File: src/rtl/pwm_multi_channel.sv
// N-channel PWM (off/static/breathe/blink) on one shared period counter; pwm_out lags the counter by one cycle.
// Duty reloads only at period boundaries; cfg_ready is held high after reset, so there is no backpressure.
module pwm_multi_channel #(
    parameter int CHANNELS     = 2,
    parameter int WIDTH        = 10,
    parameter int STEP_PERIODS = 64,
    parameter int ON_PERIODS   = 256,
    parameter int OFF_PERIODS  = 256
) (
    input  logic                clk,
    input  logic                reset,
    input  logic                cfg_valid,
    input  logic [3:0]          cfg_channel,
    input  logic [1:0]          cfg_mode,
    input  logic [WIDTH-1:0]    cfg_level,
    output logic                cfg_ready,
    output logic                cfg_error,
    output logic                period_start,
    output logic [CHANNELS-1:0] pwm_out
);
    typedef enum logic [1:0] {
        MODE_OFF     = 2'd0,
        MODE_STATIC  = 2'd1,
        MODE_BREATHE = 2'd2,
        MODE_BLINK   = 2'd3
    } mode_t;

    localparam int MAXP_SO = (STEP_PERIODS > ON_PERIODS) ? STEP_PERIODS : ON_PERIODS;
    localparam int MAXP    = (MAXP_SO > OFF_PERIODS) ? MAXP_SO : OFF_PERIODS;
    localparam int SUB_W   = (MAXP > 1) ? $clog2(MAXP) : 1;

    localparam logic [SUB_W-1:0] STEP_LAST = SUB_W'(STEP_PERIODS - 1);
    localparam logic [SUB_W-1:0] ON_LAST   = SUB_W'(ON_PERIODS - 1);
    localparam logic [SUB_W-1:0] OFF_LAST  = SUB_W'(OFF_PERIODS - 1);
    localparam logic [SUB_W-1:0] SUB_ONE   = SUB_W'(1);
    localparam logic [WIDTH-1:0] W_ONE     = WIDTH'(1);
    localparam logic [4:0]       CH_LIM    = 5'(CHANNELS);

    logic [WIDTH-1:0] cnt;
    logic             boundary;
    logic             cfg_fire;

    assign boundary = (cnt == '0);
    assign cfg_fire = cfg_valid && cfg_ready;

    always_ff @(posedge clk or negedge reset) begin
        if (!reset) begin
            cnt          <= '0;
            period_start <= 1'b0;
            cfg_ready    <= 1'b0;
            cfg_error    <= 1'b0;
        end else begin
            cnt          <= cnt + W_ONE;
            period_start <= boundary;
            cfg_ready    <= 1'b1;
            cfg_error    <= cfg_fire && ({1'b0, cfg_channel} >= CH_LIM);
        end
    end

    for (genvar i = 0; i < CHANNELS; i++) begin : g_ch
        localparam logic [3:0] IDX = 4'(i);

        mode_t            mode_q;
        logic [WIDTH-1:0] level_q;
        logic [WIDTH-1:0] ramp_q;
        logic             dir_down_q;
        logic             blink_on_q;
        logic [SUB_W-1:0] sub_q;
        logic [WIDTH-1:0] duty_q;
        logic             pwm_q;

        logic [WIDTH-1:0] duty_src;
        logic [WIDTH-1:0] duty_eff;
        logic [WIDTH-1:0] ramp_adv;
        logic             dir_adv;
        logic             blink_adv;
        logic [SUB_W-1:0] sub_adv;
        logic             wr_hit;
        mode_t            wr_mode;

        assign wr_hit  = cfg_fire && (cfg_channel == IDX);
        assign wr_mode = mode_t'(cfg_mode);
        // At the boundary the freshly sampled duty is compared directly so cnt==0 already uses it.
        assign duty_eff = boundary ? duty_src : duty_q;
        assign pwm_out[i] = pwm_q;

        always_comb begin
            duty_src  = '0;
            ramp_adv  = ramp_q;
            dir_adv   = dir_down_q;
            blink_adv = blink_on_q;
            sub_adv   = sub_q;
            case (mode_q)
                MODE_STATIC: duty_src = level_q;
                MODE_BREATHE: begin
                    duty_src = ramp_q;
                    if (sub_q == STEP_LAST) begin
                        sub_adv = '0;
                        if (level_q == '0) begin
                            ramp_adv = '0;
                            dir_adv  = 1'b0;
                        end else if (!dir_down_q) begin
                            if (ramp_q == level_q) begin
                                dir_adv  = 1'b1;
                                ramp_adv = ramp_q - W_ONE;
                            end else begin
                                ramp_adv = ramp_q + W_ONE;
                            end
                        end else begin
                            if (ramp_q == '0) begin
                                dir_adv  = 1'b0;
                                ramp_adv = ramp_q + W_ONE;
                            end else begin
                                ramp_adv = ramp_q - W_ONE;
                            end
                        end
                    end else begin
                        sub_adv = sub_q + SUB_ONE;
                    end
                end
                MODE_BLINK: begin
                    duty_src = blink_on_q ? level_q : '0;
                    if (blink_on_q) begin
                        if (sub_q == ON_LAST) begin
                            sub_adv   = '0;
                            blink_adv = 1'b0;
                        end else begin
                            sub_adv = sub_q + SUB_ONE;
                        end
                    end else begin
                        if (sub_q == OFF_LAST) begin
                            sub_adv   = '0;
                            blink_adv = 1'b1;
                        end else begin
                            sub_adv = sub_q + SUB_ONE;
                        end
                    end
                end
                default: ;
            endcase
        end

        always_ff @(posedge clk or negedge reset) begin
            if (!reset) begin
                mode_q     <= MODE_OFF;
                level_q    <= '0;
                ramp_q     <= '0;
                dir_down_q <= 1'b0;
                blink_on_q <= 1'b0;
                sub_q      <= '0;
                duty_q     <= '0;
                pwm_q      <= 1'b0;
            end else begin
                // A write landing on a boundary wins over that boundary's phase advance.
                if (wr_hit) begin
                    mode_q  <= wr_mode;
                    level_q <= cfg_level;
                    if (wr_mode != mode_q) begin
                        ramp_q     <= '0;
                        dir_down_q <= 1'b0;
                        blink_on_q <= 1'b1;
                        sub_q      <= '0;
                    end else if (mode_q == MODE_BREATHE && ramp_q > cfg_level) begin
                        ramp_q     <= cfg_level;
                        dir_down_q <= 1'b1;
                    end
                end else if (boundary) begin
                    ramp_q     <= ramp_adv;
                    dir_down_q <= dir_adv;
                    blink_on_q <= blink_adv;
                    sub_q      <= sub_adv;
                end
                if (boundary) begin
                    duty_q <= duty_src;
                end
                pwm_q <= (cnt < duty_eff);
            end
        end
    end

endmodule

File: config.mk
export PLATFORM = sky130hd
export DESIGN_NAME = pwm_multi_channel
export DESIGN_NICKNAME = d
export VERILOG_FILES = /design/src/rtl/pwm_multi_channel.sv
export SDC_FILE = /design/constraint.sdc
export NUM_CORES = 1
export LEC_CHECK = 0
export CELL_PAD_IN_SITES_DETAIL_PLACEMENT = 0
export CELL_PAD_IN_SITES_GLOBAL_PLACEMENT = 1
export CORE_AREA = 10 10 180 132
export CTS_CLUSTER_DIAMETER = 100
export DETAILED_ROUTE_END_ITERATION = 10
export DIE_AREA = 0 0 190 142
export PLACE_DENSITY = 0.69
export SYNTH_ARGS = -nofsm -noshare
export SYNTH_HDL_FRONTEND = slang
export SYNTH_SLANG_ARGS = --single-unit
File: constraint.sdc
create_clock -name clk -period 6.8 [get_ports clk]
set_input_delay 0.68 -clock clk [delete_from_list [all_inputs] [get_ports clk]]
set_output_delay 0.68 -clock clk [all_outputs]
set_load 0.02 [all_outputs]
==> results.sh <==
export IMPL_status="finished, final reports clean"
export IMPL_gp_congestion=0.842
export IMPL_drt_iter0_drc=557
export IMPL_die_w_um=190
export IMPL_placed_cells=1088
export IMPL_dieArea_um2=27000
export IMPL_fillers=2103
export IMPL_drv_cap=0
export IMPL_drc_errors=0
export IMPL_clock_path_buffers=2
export IMPL_clock_sinks=99
export IMPL_holdWs_ps=358
export IMPL_syn_nets=898
export IMPL_antenna_found_initial=0
export IMPL_place_hpwl_mm=15.0
export IMPL_synthCells=833
export IMPL_critPathArrivalTime_ps=4010
export IMPL_yosysWarnings=0
export IMPL_cp_data_required_time_ps=7040
export IMPL_grt_pass1_vias=5983
export IMPL_yosysSeqAreaShare_pct=35.6
export IMPL_synth_area_um2=6960
export IMPL_diodes=0
export IMPL_ir_drop_mv=0.128
export IMPL_crit_chain="nor4_1 > nand3_2 > inv_2 > a41oi_1 > a21oi_2 > o32ai_1 > or3b_1"
export IMPL_finalClockSkew_ps=7.20
export IMPL_cp_start_kind="register"
export IMPL_synth_async_reset_ratio_pct=100
export IMPL_die_h_um=142
export IMPL_tightest_slew_ps=977
export IMPL_core_um2=20300
export IMPL_synth_edff_count=0
export IMPL_start_util_pct=34.3
export IMPL_overflow=0
export IMPL_rsz0062_at_grt="no"
export IMPL_path_class="register to register"
export IMPL_synth_distinct_cells=72
export IMPL_period_needed_ps=3760
export IMPL_clkLatencyLatePin_ps=360
export IMPL_pin_count=24
export IMPL_postCtsSetupRepairBufs=0
export IMPL_cp_startpoint="cnt[6]"
export IMPL_syn_area_per_cell_um2=8.36
export IMPL_area_growth_pct=10.5
export IMPL_stdcell_count=1103
export IMPL_num_vias=6298
export IMPL_cts_root_buf="clkbuf_16"
export IMPL_fmax_ghz=0.266
export IMPL_fin_tns_setup_ps=0
export IMPL_wl_mm=20.6
export IMPL_grt_pass1_wl_mm=33.7
export IMPL_drtAntennaViolNets=0
export IMPL_portBuffers=23
export IMPL_crit_path_end_kind="register"
export IMPL_seq_area_um2=2480
export IMPL_track_usage_pct=15.6
export IMPL_post_drt_wl_per_cell_um=18.7
export IMPL_finalHoldViolations=0
export IMPL_r2r_worst_path_cells=7
export IMPL_min_path_type="input pin to async pin"
export IMPL_nNetsFinal=888
export IMPL_critPathMaxStageDelay_ps=790
export IMPL_slowest_stage="nand3_2"
export IMPL_cts_made_buffers=9
export IMPL_slew_violations=0
export IMPL_synth_ff_type="dfrtp_1"
export IMPL_clkTransAtPathRegs_ps=70
export IMPL_std_cell_rows=44
export IMPL_rr_startpoint="cnt[6]"
export IMPL_drive_gt1_share_pct=4.11
export IMPL_ys_seq_elements=99
export IMPL_setup_viol=0
export IMPL_post_cts_resized=0
export IMPL_grt_max_degree=53
export IMPL_cts_hold_buf=0
export IMPL_dr_pass1_iters=5
export IMPL_vias_per_cell=5.71
export IMPL_htree_num_levels=3
export IMPL_finalCritPeriodShare_pct=55.4
export IMPL_relSlewSlack_pct=34.8
export IMPL_cts_tree="done"
export IMPL_power_leakage_nw=3.29
export IMPL_crit_fanout=46
export IMPL_power_density_nw_per_um2=220
export IMPL_multiInputGateArea_um2=4120
==> registers in the layout, indices dropped and copies added (netlist names) <==
register and flops:
cfg_error 1, cfg_ready 1, cnt 10, g_ch.blink_on_q 2, g_ch.dir_down_q 2, g_ch.duty_q 20, g_ch.level_q 20, g_ch.mode_q 4
g_ch.pwm_q 2, g_ch.ramp_q 20, g_ch.sub_q 16, period_start 1
==> per-layer routing <==
| layer | track usage, % | vias up | wire [um] |
|---|---|---|---|
| li1 | - | 3038 | - |
| met1 | 23.8 | 3033 | 10900 |
| met2 | 21.3 | 205 | 8100 |
| met3 | 3.33 | 22 | 1300 |
| met4 | 3.87 | 0 | 267 |
| met5 | 0 | - | 0 |
==> area by class of cell <==
type,instances,share of cell area (%)
Clock buffer,10,2.98
Inverter,47,2.29
Clock inverter,5,0.797
Timing Repair Buffer,31,3.74
Sequential cell,99,32.2
Tap cell,276,4.49
Multi-Input combinational cell,635,53.5
==> metrics by stage <==
| step | total power [mW] | setup WS (ps) | cell area, um2 | util (%) |
|---|---|---|---|---|
| 4_1_cts | 1.71 | 3010 | 7690 | 37.9 |
| 5_1_grt | 1.80 | 2640 | 7690 | 37.9 |
| 2_1_floorplan | 1.03 | 3920 | 6960 | - |
| 3_5_place_dp | 1.17 | 3020 | 7400 | 36.4 |
| 6_report | 1.69 | 3040 | 7690 | 37.9 |
| 3_3_place_gp | 1.17 | 3120 | 7400 | 36.4 |
==> layout by cell type (no fill, tap or decap), types with 5 or more instances in the layout <==
cell type        netlist  routed
a211oi_1               9       9
a21o_1                12      12
a21oi_1               42      42
a22oi_1               22      22
a31oi_1                5       5
and2_1                 8       8
and3_1                11      11
and4_1                 6       6
buf_4                  2       9
clkbuf_16              0       9
clkdlybuf4s50_1        0      22
dfrtp_1               99      99
ha_1                  46      46
inv_1                 46      46
mux2i_1                6       6
nand2_1               89      89
nand2b_1               8       8
nand3_1               33      32
nand4_1               20      20
nor2_1                66      66
nor2b_1                5       5
nor3_1                22      22
nor3b_1                5       5
nor4_1                16      15
o211ai_1               5       5
o21ai_0               38      38
o21ai_1               24      24
o31ai_1               14      14
o41ai_1                6       6
or3_1                  5       5
xnor2_1               15      15
xor2_1                18      18
==> power by group <==
group	leakage (nW)	total, mW	internal [mW]	switching (mW)
Sequential	1.25	0.768	0.641	0.127
Clock	0.143	0.527	0.286	0.241
Combinational	1.90	0.396	0.170	0.226
==> cells by family (layout without fill, tap and decap cells) <==
| group | count (synthesis) | after routing | share of synthesized area (%) |
|---|---|---|---|
| other | 1 | 1 | 0.0538 |
| flip-flops | 99 | 99 | 35.6 |
| AND/OR/NAND/NOR | 315 | 315 | 22.9 |
| XOR/XNOR | 33 | 33 | 4.15 |
| AO/OA/AOI/OAI | 233 | 233 | 22.6 |
| multiplexers | 7 | 7 | 1.02 |
| adder cells (fa/ha/maj) | 46 | 46 | 8.26 |
| buffers and inverters | 99 | 93 | 5.48 |
==> synthesized netlist by cell type (8+ instances only) <==
cell,count,share of area [%]
a211oi_1,9,0.97
a21o_1,12,1.3
a21oi_1,42,3.0
a22oi_1,22,2.4
and2_1,8,0.72
and3_1,11,0.99
clkbuf_1,46,2.5
dfrtp_1,99,36
ha_1,46,8.3
inv_1,46,2.5
nand2_1,89,4.8
nand2b_1,8,0.72
nand3_1,33,2.4
nand4_1,20,1.8
nor2_1,66,3.6
nor3_1,22,1.6
nor4_1,16,1.4
o21ai_0,38,2.7
o21ai_1,24,1.7
o31ai_1,14,1.5
xnor2_1,15,1.9
xor2_1,18,2.3
==> final timing paths <==
check	slack (ps)	endpoint
max	3040	g_ch[0].ramp_q[5]
min	360	g_ch[1].sub_q[0]
max reg2reg	3040	g_ch[0].ramp_q[5]
min reg2reg	460	g_ch[0].blink_on_q
max in group asynchronous	5260	g_ch[0].mode_q[1]
min in group clk	460	g_ch[0].blink_on_q
==> worst max-delay path, delay by kind of cell (launching register included) <==
family	cells	cell delay [ps]
buf+inv	1	420
compound gates	3	1100
flops	1	450
simple gates	3	1650
Note: power is estimated with default switching activity, not from simulation.
